**config.mk**
```make
export PLATFORM = sky130hd
export DESIGN_NAME = locker_session_ctrl
export DESIGN_NICKNAME = d
export VERILOG_FILES = /design/src/rtl/locker_pkg.sv /design/src/rtl/locker_timer.sv /design/src/rtl/locker_session_ctrl.sv
export SDC_FILE = /design/constraint.sdc
export NUM_CORES = 1
export LEC_CHECK = 0
export ABC_AREA = 1
export CAP_MARGIN = 20
export CORE_ASPECT_RATIO = 0.8
export CORE_UTILIZATION = 30
export DETAILED_ROUTE_END_ITERATION = 16
export SKIP_CTS_REPAIR_TIMING = 1
export SLEW_MARGIN = 20
export SYNTH_ARGS = -nofsm -noshare
export SYNTH_HDL_FRONTEND = slang
export SYNTH_HIERARCHICAL = 1
export SYNTH_SLANG_ARGS = --single-unit
```
**constraint.sdc**
```tcl
create_clock -name clk -period 2.3 [get_ports clk]
set_input_delay 0.46 -clock clk [delete_from_list [all_inputs] [get_ports clk]]
set_output_delay 0.46 -clock clk [all_outputs]
set_load 0.005 [all_outputs]
```
**src/rtl/locker_pkg.sv**
```systemverilog
// Shared types and constants for the locker session controller.
// Holds the FSM state encoding, keypad codes, servo angles and timer width.
package locker_pkg;

  typedef enum logic [1:0] {
    ST_LOCKED  = 2'd0,
    ST_OPEN    = 2'd1,
    ST_LOCKOUT = 2'd2
  } state_t;

  localparam int unsigned TMR_W = 28;

  localparam logic [TMR_W-1:0] TMR_ZERO = {TMR_W{1'b0}};
  localparam logic [TMR_W-1:0] TMR_ONE  = {{(TMR_W-1){1'b0}}, 1'b1};

  localparam logic [3:0] KEY_IDLE_DEF   = 4'hF;
  localparam logic [3:0] RELOCK_KEY_DEF = 4'hB;

  localparam logic [7:0] ANGLE_OPEN_DEF   = 8'd90;
  localparam logic [7:0] ANGLE_CLOSED_DEF = 8'd0;

endpackage

```
**src/rtl/locker_timer.sv**
```systemverilog
// Loadable down-counter shared by the door-open hold and the lockout period.
// Counts down while run is high and parks at zero; load takes priority.
module locker_timer
  import locker_pkg::*;
(
  input  logic             clk,
  input  logic             rst,
  input  logic             load,
  input  logic [TMR_W-1:0] load_value,
  input  logic             run,
  output logic [TMR_W-1:0] value,
  output logic             zero
);

  logic [TMR_W-1:0] count_r;
  logic [TMR_W-1:0] count_nxt_s;

  // Next count: load, decrement, or hold at zero / when idle.
  always_comb begin
    count_nxt_s = count_r;
    if (load) begin
      count_nxt_s = load_value;
    end else if (run && (count_r != TMR_ZERO)) begin
      count_nxt_s = count_r - TMR_ONE;
    end else begin
      count_nxt_s = count_r;
    end
  end

  // Count register.
  always_ff @(posedge clk) begin
    if (rst) begin
      count_r <= TMR_ZERO;
    end else begin
      count_r <= count_nxt_s;
    end
  end

  assign value = count_r;
  assign zero  = (count_r == TMR_ZERO);

endmodule

```
**src/rtl/locker_session_ctrl.sv**
```systemverilog
// Locker session FSM: servo open/close sequencing, consecutive-failure
// counting and alarm-plus-lockout with keypad masking. All outputs registered.
module locker_session_ctrl
  import locker_pkg::*;
#(
  parameter logic [TMR_W-1:0] OPEN_CYCLES    = 28'd60000000,
  parameter logic [TMR_W-1:0] LOCKOUT_CYCLES = 28'd240000000,
  parameter logic [TMR_W-1:0] ALARM_CYCLES   = 28'd36000000,
  parameter logic [3:0]       MAX_FAIL       = 4'd3,
  parameter logic [7:0]       ANGLE_OPEN     = ANGLE_OPEN_DEF,
  parameter logic [7:0]       ANGLE_CLOSED   = ANGLE_CLOSED_DEF,
  parameter logic [3:0]       KEY_IDLE       = KEY_IDLE_DEF,
  parameter logic [3:0]       RELOCK_KEY     = RELOCK_KEY_DEF
) (
  input  logic       clk,
  input  logic       rst,
  input  logic [3:0] key_in,
  input  logic       pw_true,
  input  logic       pw_false,
  input  logic       timeout_flag,
  output logic [3:0] key_out,
  output logic [7:0] angle,
  output logic       alarm,
  output logic       locked_out,
  output logic [3:0] fail_cnt,
  output logic [1:0] state
);

  // Alarm is on while the timer is at or above this; zero means the whole lockout.
  localparam logic [TMR_W-1:0] ALARM_THRESH =
    (ALARM_CYCLES >= LOCKOUT_CYCLES) ? TMR_ZERO : (LOCKOUT_CYCLES - ALARM_CYCLES);

  state_t           state_r, state_nxt_s;
  logic [3:0]       fail_cnt_r, fail_nxt_s;
  logic [3:0]       prev_key_r;
  logic [3:0]       key_out_r, key_out_nxt_s;
  logic [7:0]       angle_r, angle_nxt_s;
  logic             alarm_r, alarm_nxt_s;
  logic             locked_out_r, locked_out_nxt_s;
  logic             load_s, run_s, relock_s;
  logic [TMR_W-1:0] load_val_s, tmr_value_s, tmr_after_s;
  logic             tmr_zero_s;
  logic [4:0]       fail_inc_s;

  locker_timer u_timer (
    .clk        (clk),
    .rst        (rst),
    .load       (load_s),
    .load_value (load_val_s),
    .run        (run_s),
    .value      (tmr_value_s),
    .zero       (tmr_zero_s)
  );

  // Next-state, failure count, timer control and next registered outputs.
  always_comb begin
    state_nxt_s = state_r;
    fail_nxt_s  = fail_cnt_r;
    load_s      = 1'b0;
    load_val_s  = TMR_ZERO;
    run_s       = (state_r == ST_OPEN) || (state_r == ST_LOCKOUT);
    relock_s    = (key_in == RELOCK_KEY) && (prev_key_r == KEY_IDLE);
    fail_inc_s  = {1'b0, fail_cnt_r} + 5'd1;

    case (state_r)
      ST_LOCKED: begin
        if (pw_false) begin
          if (fail_inc_s >= {1'b0, MAX_FAIL}) begin
            state_nxt_s = ST_LOCKOUT;
            load_s      = 1'b1;
            load_val_s  = LOCKOUT_CYCLES - TMR_ONE;
            fail_nxt_s  = MAX_FAIL;
          end else begin
            fail_nxt_s  = fail_inc_s[3:0];
          end
        end else if (pw_true) begin
          state_nxt_s = ST_OPEN;
          load_s      = 1'b1;
          load_val_s  = OPEN_CYCLES - TMR_ONE;
          fail_nxt_s  = 4'd0;
        end else begin
          state_nxt_s = ST_LOCKED;
        end
      end
      ST_OPEN: begin
        if (relock_s || tmr_zero_s) begin
          state_nxt_s = ST_LOCKED;
        end else begin
          state_nxt_s = ST_OPEN;
        end
      end
      ST_LOCKOUT: begin
        if (tmr_zero_s) begin
          state_nxt_s = ST_LOCKED;
          fail_nxt_s  = 4'd0;
        end else begin
          state_nxt_s = ST_LOCKOUT;
        end
      end
      default: begin
        state_nxt_s = ST_LOCKED;
      end
    endcase

    // Timer value that will be in place after this edge.
    if (load_s) begin
      tmr_after_s = load_val_s;
    end else if (run_s && !tmr_zero_s) begin
      tmr_after_s = tmr_value_s - TMR_ONE;
    end else begin
      tmr_after_s = tmr_value_s;
    end

    locked_out_nxt_s = (state_nxt_s == ST_LOCKOUT);
    alarm_nxt_s      = locked_out_nxt_s && (tmr_after_s >= ALARM_THRESH);
    angle_nxt_s      = (state_nxt_s == ST_OPEN) ? ANGLE_OPEN : ANGLE_CLOSED;
    key_out_nxt_s    = locked_out_nxt_s ? KEY_IDLE : key_in;
  end

  // State and output registers.
  always_ff @(posedge clk) begin
    if (rst) begin
      state_r      <= ST_LOCKED;
      fail_cnt_r   <= 4'd0;
      prev_key_r   <= KEY_IDLE;
      key_out_r    <= KEY_IDLE;
      angle_r      <= ANGLE_CLOSED;
      alarm_r      <= 1'b0;
      locked_out_r <= 1'b0;
    end else begin
      state_r      <= state_nxt_s;
      fail_cnt_r   <= fail_nxt_s;
      prev_key_r   <= key_in;
      key_out_r    <= key_out_nxt_s;
      angle_r      <= angle_nxt_s;
      alarm_r      <= alarm_nxt_s;
      locked_out_r <= locked_out_nxt_s;
    end
  end

  assign state      = state_r;
  assign fail_cnt   = fail_cnt_r;
  assign key_out    = key_out_r;
  assign angle      = angle_r;
  assign alarm      = alarm_r;
  assign locked_out = locked_out_r;

endmodule
```
==> results.json, run 1 <==
{
  "outcome": "finished, final reports clean",
  "multi_input_area_um2": 2790,
  "worstPathMaxFanout": 8,
  "cts.clk_slew.worst_paths_ns": 0.07,
  "drt_wl_total_um": 12300,
  "drt_pass1_iterations": 6,
  "first_global_vias": 4121,
  "start_kind": "register",
  "synth_area_um2": 4010,
  "worstReg2RegStart": "u_timer/value[0]$_SDFFE_PP0P_",
  "hold_viol": 0,
  "initial_core_util": 0.309,
  "arrival_ns": 2.39,
  "grt_pass1_wl_um": 20500,
  "grt_overflow": 0,
  "ys_top_cells_by_count": "nand2_1 (240), nor2_1 (159), inv_1 (82)",
  "clkLatencyLatePin_ns": 0.29,
  "die-height_um": 105,
  "drtIter0Drc": 355,
  "yosys_warnings": 6,
  "crit_end": "alarm$_SDFF_PP0_",
  "fp-row-count": 37,
  "drt-vias-per-instance": 4.66,
  "rrSetupSlack_ns": 0.09,
  "startpoint": "u_timer/value[0]$_SDFFE_PP0P_",
  "post-dp-hpwl_um": 9410,
  "crit_type": "reg -> reg",
  "synth_seq_area_share": 0.225,
  "synth-seq-cells": 45,
  "drc": 0,
  "diodes": 0,
  "drv_slew": 0,
  "track_usage": 0.185,
  "required_ns": 2.49,
  "pin_count": 29,
  "core_um2": 13000,
  "synthArstFlopShare": 0,
  "cts.root.buffer_cell": "clkbuf_16",
  "synth_edf_count": 0,
  "min_period_ns": 2.21,
  "post_dp_cell_area_um2": 4860,
  "place.gp.congestion": 0.868,
  "timing.rr.end": "alarm$_SDFF_PP0_",
  "cts_tree": "yes",
  "drive_gt1_frac": 0.164,
  "postLayoutCellArea_um2": 5170,
  "num_vias": 4587,
  "syn2layout_area_growth_pct": 29.0,
  "synth.most_common_cell": "nand2_1",
  "hold_path_depth": 2,
  "fin_setup_tns_ns": 0,
  "grt_antenna_before_repair": 0,
  "die_area_um2": 13800,
  "min_from": "fail_cnt[3]$_SDFFE_PP0P_",
  "r2r_cells": 19,
  "die_x_um": 131,
  "io_buffers": 23,
  "yosys.area.top_type": "dfxtp_1",
  "yosys-top-cells-area": "dfxtp_1 (22%), nand2_1 (22%), nor2_1 (15%), inv_1 (7.7%), nand3_1 (6.1%)",
  "synthCells": 728,
  "syn_avg_cell_area_um2": 5.50,
  "ys_types": 34,
  "seq_area_um2": 903,
  "hold_class": "reg -> reg",
  "htree_levels": 2,
  "clock_skew_ns": 0.0117,
  "final_cells": 984,
  "clock-sinks": 45,
  "finalNetCount": 827,
  "endpoint_kind": "register",
  "maxCapViolations": 0,
  "setup_viol": 0,
  "dp_cells": 976,
  "ys.flop_type": "dfxtp_1",
  "post-route-period-util": 0.959,
  "wire_per_inst_um": 12.5,
  "synth_top_area_share": 0.225,
  "rsz0062_at_grt": "true",
  "cts_buffers": 5,
  "max_freq_ghz": 0.453,
  "final_util": 0.399,
  "fill_cells": 1435,
  "cts_buffer_depth": 2,
  "grt_max_degree": 40,
  "drt.antenna.violating_nets": 0
}
## logic make-up after synthesis
kind of cell	after synthesis	share of synthesized area
AND/OR/NAND/NOR	499	0.527
buffers and inverters	112	0.117
AO/OA/AOI/OAI	50	0.0759
other	1	0.000936
adder cells (fa/ha/maj)	9	0.0281
flip-flops	45	0.225
XOR/XNOR	12	0.0262
## metrics by stage
step / hold WS (ns) / setup WS [ns]
2_1_floorplan: 0.452 / 0.0456
3_3_place_gp: 0.463 / -0.0384
3_5_place_dp: 0.458 / -0.0897
4_1_cts: 0.469 / -0.0980
5_1_grt: 0.496 / -0.110
6_report: 0.464 / 0.0942
## critical path, cell delays in order, from the launching register on
cell	delay [ns]
dfxtp_2	0.34
inv_2	0.05
ha_4	0.15
inv_2	0.07
nor4_4	0.04
nand3_1	0.09
nor3_2	0.05
buf_4	0.15
inv_4	0.09
nand3_2	0.09
nor2_4	0.23
nand3_4	0.12
inv_1	0.09
nand2_1	0.05
nand2_1	0.08
nand4_1	0.10
nor2_1	0.10
nand2_1	0.06
nor2_2	0.09
a21oi_2	0.06
## cell usage in the layout (no fill, tap or decap), drive strengths merged, types with 3 or more instances in the layout
master and instances:
inv 92, nor2 171, nor3 11, o21ai 24, nand4 13, buf 63
ha 9, conb 7, clkbuf 5, nand2 245, a21oi 21, clkdlybuf4s50 23
nand3 54, xnor2 5, nand3b 3, dfxtp 45, xor2 7
## metal layers
metal	vias up	global-route usage	part of all wire
li1	2403	-	-
met5	-	0	0
met4	0	0.0345	0.0087
met1	2024	0.268	0.50
met2	149	0.293	0.41
met3	11	0.0255	0.077
## worst min path at each step
stage / endpoint / slack (ns)
after floorplan: fail_cnt[3]$_SDFFE_PP0P_ / 0.45
after global placement: fail_cnt[3]$_SDFFE_PP0P_ / 0.46
after detailed placement: fail_cnt[3]$_SDFFE_PP0P_ / 0.46
after CTS: fail_cnt[3]$_SDFFE_PP0P_ / 0.47
after global routing: fail_cnt[3]$_SDFFE_PP0P_ / 0.50
final: fail_cnt[3]$_SDFFE_PP0P_ / 0.46
## state kept, by name (all words and copies together) (netlist names)
name and flops:
locked_out 1, angle 1, fail_cnt 4, u_timer/value 28, key_out 4, prev_key_r 4, state 2, alarm 1
## final cells by class
type / count / share of cell area
inverters: 94 / 0.0700
flip-flops and latches: 45 / 0.175
clock buffers: 5 / 0.0242
multi-input cells: 577 / 0.540
clock inverters: 2 / 0.00678
well taps: 175 / 0.0424
repair buffers: 86 / 0.142
Power of run 1 is left out: the tool's default activity adds up to more than one toggle a clock period on the data nets, which glitch-free logic cannot reach.
==> inputs of run 2 (changes only) <==
ABC_AREA = unset   (was 1)
SKIP_LAST_GASP = 1   (was unset)
==> run 2 against run 1 <==
Effect of this change:
- the flow now finishes with violations (setup timing)
- count of clock-buffer cells in the layout rose by 1
- die area fell by 18%
- worst setup slack got worse by 0.73 ns
- register-to-register slack got worse by 0.73 ns
- design area fell by 8.2%
- utilization rose by 5.6 points
- clock skew fell by 0.0010 ns
- critical path depth fell by 7
- critical path type unchanged
- fmax fell by 25%
- hold slack improved by 0.044 ns
==> results.json, run 2 <==
{
  "synth_area_um2": 3290,
  "arrival_ns": 3.16,
  "post-route-period-util": 1.27,
  "p_comb_frac": 0.735,
  "place_ws_ns": -0.620,
  "die-height_um": 95.7,
  "mostFrequentLayoutCell": "buf_4",
  "place.gp.congestion": 0.888,
  "wire_per_inst_um": 16.7,
  "grt_overflow": 0,
  "drt_pass1_iterations": 5,
  "synthCells": 413,
  "synth_edf_count": 0,
  "yosys-top-cells-area": "dfxtp_1 (27%), a311oi_1 (4.8%), nor2_1 (4.3%), ha_1 (3.4%), or3_1 (3.0%)",
  "drtIter0Drc": 320,
  "synthArstFlopShare": 0,
  "cts.root.buffer_cell": "clkbuf_16",
  "rsz0062_at_grt": "true",
  "drc": 0,
  "syn2layout_area_growth_pct": 44.3,
  "p_sw_w": 0.00360,
  "p_seq_frac": 0.155,
  "timing.final.ws_setup_ns": -0.632,
  "grt_use_met3": 0.0431,
  "post-dp-hpwl_um": 8470,
  "busiest_layer": "met2",
  "violations": "setup timing",
  "drt-vias-per-instance": 5.70,
  "min_from": "fail_cnt[3]$_SDFFE_PP0P_",
  "htree_levels": 2,
  "yosys.area.top_type": "dfxtp_1",
  "core_um2": 10400,
  "grt_antenna_before_repair": 0,
  "setup_viol": 5,
  "outcome": "finished with violations",
  "maxCapViolations": 0,
  "largest_register_ffs": 28,
  "cts_buffers": 5,
  "cts_tree": "yes",
  "ys_types": 67,
  "pin_count": 29,
  "num_vias": 3842,
  "clkLatencyLatePin_ns": 0.30,
  "power_density_nw_per_um2": 1670,
  "synth.most_common_cell": "dfxtp_1",
  "p_leak_nw": 1.81,
  "switching_share": 0.453,
  "p_int_w": 0.00435,
  "fp-row-count": 33,
  "drt.antenna.violating_nets": 0,
  "final_util": 0.454,
  "clock_skew_ns": 0.0107,
  "required_ns": 2.52,
  "ys.flop_type": "dfxtp_1",
  "ys_top_cells_by_count": "dfxtp_1 (45), nor2_1 (38), nand2_1 (23)",
  "use_met1": 0.287,
  "irDropWorstVdd_mv": 0.731,
  "initial_core_util": 0.315,
  "finalNetCount": 551,
  "min_period_ns": 2.93,
  "io_buffers": 23,
  "worstPathMaxFanout": 4,
  "crit_type": "reg -> reg",
  "hold_class": "reg -> reg",
  "grt_use_met2": 0.310,
  "drt_wl_total_um": 11200,
  "endpoint_kind": "register",
  "die_x_um": 119,
  "track_usage": 0.203,
  "yosys_warnings": 6,
  "synth_top_area_share": 0.274,
  "grt_pass1_wl_um": 17900,
  "worstReg2RegStart": "u_timer/value[1]$_SDFFE_PP0P_",
  "grt_max_degree": 40,
  "start_kind": "register",
  "drive_gt1_frac": 0.303,
  "power_frac_clock": 0.110,
  "die_area_um2": 11400,
  "synth-seq-cells": 45,
  "hold_viol": 0,
  "fill_cells": 1024,
  "clock-sinks": 45,
  "drv_slew": 0,
  "synth_seq_area_share": 0.274,
  "first_global_vias": 3465,
  "diodes": 0,
  "layout_common_cells": "buf_4 (107), dfxtp_1 (42), nor2_1 (37)",
  "cts.clk_slew.worst_paths_ns": 0.07,
  "max_freq_ghz": 0.341,
  "rrSetupSlack_ns": -0.63,
  "syn_avg_cell_area_um2": 7.97,
  "cts_buffer_depth": 2,
  "startpoint": "u_timer/value[1]$_SDFFE_PP0P_"
}
==> run 2: per-stage QoR <==
stage	std cells	hold WS (ns)	power [W]	cell area (µm²)	setup TNS [ns]
floorplan	419	0.478	0.00418	3360	-10.37
global placement	665	0.468	0.00671	4480	-0.870
detailed placement	665	0.501	0.00680	4480	-1.08
CTS	673	0.514	0.00771	4660	-0.824
global route	674	0.526	0.00851	4750	-1.89
finish	674	0.508	0.00795	4750	-0.725
==> run 2: routing by layer <==
metal | vias to the layer above | part of all wire
met5 | - | 0
met4 | 0 | 0.012
met3 | 10 | 0.071
met2 | 136 | 0.44
met1 | 1864 | 0.48
li1 | 1832 | -
==> run 2: final cells by class <==
type | instances | area (µm²) | area share
Multi-Input combinational cell | 326 | 2310 | 0.487
Timing Repair Buffer | 134 | 1100 | 0.231
Sequential cell | 45 | 910 | 0.192
Tap cell | 140 | 175 | 0.0369
Clock buffer | 6 | 139 | 0.0293
Inverter | 21 | 78.8 | 0.0166
Clock inverter | 2 | 36.3 | 0.00764
==> run 2: logic make-up (layout without fill, tap and decap cells) <==
kind of cell | after synthesis | after routing | share of synthesized area
AND/OR/NAND/NOR | 190 | 190 | 0.346
AO/OA/AOI/OAI | 108 | 108 | 0.247
buffers and inverters | 48 | 163 | 0.0635
flip-flops | 45 | 45 | 0.274
adder cells (fa/ha/maj) | 9 | 9 | 0.0342
XOR/XNOR | 8 | 8 | 0.0213
multiplexers | 4 | 4 | 0.0129
other | 1 | 7 | 0.00114
==> run 2: path summary, 6_finish.rpt <==
check                                                end  cells past startpoint
worst max-delay path                    alarm$_SDFF_PP0_                     12
worst min-delay path            fail_cnt[3]$_SDFFE_PP0P_                      1
worst max register to register          alarm$_SDFF_PP0_                     12
worst min register to register  fail_cnt[3]$_SDFFE_PP0P_                      1
==> run 2: critical path: stages (launching register included) <==
cell and delay [ns]:
dfxtp_4 0.34, inv_2 0.03, ha_2 0.16, nor3b_1 0.13, and3_1 0.18, and3_4 0.17
nor3b_4 0.24, nand3_2 0.12, or3_4 0.41, a2111oi_4 0.30, o2111ai_1 0.16, or4_1 0.49
o22ai_1 0.13
==> run 2: power by group through the flow <==
stage	clock network [W]	registers [W]	logic, W
global placement	0	0.00123	0.00549
detailed placement	0	0.00124	0.00557
CTS	0.000895	0.00122	0.00559
floorplan	0	0.00144	0.00274
finish	0.000878	0.00123	0.00584
global route	0.000931	0.00126	0.00632
Power figures use the tool's default switching activity.
==> inputs of run 3 (changes only) <==
ABC_AREA = 1   (was unset)
==> run 3 against run 2 <==
Effect of this change:
- the run now ends clean
- global-route usage is 1.8 points lower
- via count is 19% higher
- final cell count is 46% higher
- critical path depth is 7 higher
- hold slack worse by 0.044 ns
- first-iteration DRC count is 20% higher
- utilization is 5.7 points lower
- count of clock-buffer cells in the layout is 1 lower
- sequential cell count stayed put
- worst setup slack better by 0.71 ns
- non-clock buffer count is 48 lower
- register-to-register slack better by 0.71 ns
==> results.json, run 3 (synthesized netlist as in run 1, its figures left out) <==
{
  "outcome": "finished, final reports clean",
  "endpoint_kind": "register",
  "first_global_vias": 4121,
  "fp-row-count": 37,
  "cts.clk_slew.worst_paths_ns": 0.07,
  "initial_core_util": 0.309,
  "grt_antenna_before_repair": 0,
  "drc": 0,
  "largest_register_ffs": 28,
  "diodes": 0,
  "post-route-period-util": 0.968,
  "drv_slew": 0,
  "clkLatencyLatePin_ns": 0.29,
  "grt_pass1_wl_um": 20500,
  "setup_viol": 0,
  "min_period_ns": 2.23,
  "drive_gt1_frac": 0.163,
  "hold_class": "reg -> reg",
  "layout_common_cells": "nand2_1 (238), nor2_1 (152), inv_1 (79)",
  "crit_type": "reg -> reg",
  "fill_cells": 1436,
  "final_util": 0.397,
  "htree_levels": 2,
  "die-height_um": 105,
  "core_um2": 13000,
  "drt-vias-per-instance": 4.65,
  "required_ns": 2.49,
  "timing.final.ws_setup_ns": 0.0740,
  "die_area_um2": 13800,
  "worstPathMaxFanout": 8,
  "grt_overflow": 0,
  "place_ws_ns": -0.0897,
  "max_freq_ghz": 0.449,
  "syn2layout_area_growth_pct": 28.6,
  "cts_buffer_depth": 2,
  "die_x_um": 131,
  "place.gp.congestion": 0.868,
  "cts_buffers": 5,
  "finalNetCount": 827,
  "post-dp-hpwl_um": 9410,
  "mostFrequentLayoutCell": "nand2_1",
  "drt_pass1_iterations": 5,
  "cts.root.buffer_cell": "clkbuf_16",
  "start_kind": "register",
  "drt_wl_total_um": 12300,
  "hold_viol": 0,
  "cts_tree": "yes",
  "io_buffers": 23,
  "clock_skew_ns": 0.0108,
  "grt_max_degree": 40,
  "pin_count": 29,
  "drt.antenna.violating_nets": 0,
  "arrival_ns": 2.41,
  "track_usage": 0.185,
  "maxCapViolations": 0,
  "clock-sinks": 45,
  "seq_area_um2": 902,
  "num_vias": 4579,
  "rsz0062_at_grt": "true",
  "drtIter0Drc": 385,
  "multi_input_area_um2": 2770,
  "wire_per_inst_um": 12.5
}
[run 3: changes by cell type in the layout (fill, tap and decap cells not counted), moves of 10 or more]
cell,before,now
a311oi_1,16,0
buf_4,107,60
inv_1,19,79
nand2_1,23,238
nand3_1,3,46
nor2_1,37,152
nor2_4,0,10
nor4_1,11,1
or3_1,15,0
or4_1,13,0
[run 3: critical path, stage by stage, from the launching register on]
cell and delay, ns:
dfxtp_1 0.35, inv_2 0.05, ha_2 0.17, inv_2 0.08
nor4_4 0.04, nand3_1 0.09, nor3_2 0.05, buf_4 0.15
inv_4 0.08, nand3_2 0.08, nor2_4 0.23, nand3_2 0.15
nand2_1 0.09, nand2_1 0.05, nor2_1 0.09, nand3_1 0.07
a21oi_1 0.11, nand2_1 0.06, nand2_1 0.07, a21oi_2 0.04
[run 3: through the flow]
stage | instance area (µm²) | cells | hold slack, ns | TNS, ns
after global routing | 5150 | 984 | 0.496 | -0.150
after detailed placement | 4860 | 976 | 0.458 | -0.106
final | 5150 | 984 | 0.464 | 0
after CTS | 5020 | 983 | 0.469 | -0.0980
after global placement | 4860 | 976 | 0.463 | -0.0528
after floorplan | 4030 | 734 | 0.452 | 0
[run 3: routing by layer]
metal | vias up | wire, µm | GRT usage
met4 | 0 | 116 | 0.0345
met1 | 2032 | 6230 | 0.268
met5 | - | 0 | 0
met3 | 13 | 893 | 0.0255
met2 | 135 | 5060 | 0.293
li1 | 2399 | - | -
[run 3: final cells by class]
| type | count | share of cell area |
|---|---|---|
| clock buffer | 5 | 0.0243 |
| multi-input combinational | 577 | 0.538 |
| timing repair buffer | 86 | 0.143 |
| tap | 175 | 0.0425 |
| sequential | 45 | 0.175 |
| clock inverter | 2 | 0.00680 |
| inverter | 94 | 0.0702 |
[run 3: final timing paths]
check                                                   start                       end  slack (ns)  cells past startpoint
worst max register to register  u_timer/value[0]$_SDFFE_PP0P_          alarm$_SDFF_PP0_        0.07                     19
worst min register to register       fail_cnt[3]$_SDFFE_PP0P_  fail_cnt[3]$_SDFFE_PP0P_        0.46                      2
worst max-delay path            u_timer/value[0]$_SDFFE_PP0P_          alarm$_SDFF_PP0_        0.07                     19
worst min-delay path                 fail_cnt[3]$_SDFFE_PP0P_  fail_cnt[3]$_SDFFE_PP0P_        0.46                      2
Power of run 3 is left out for the same reason.
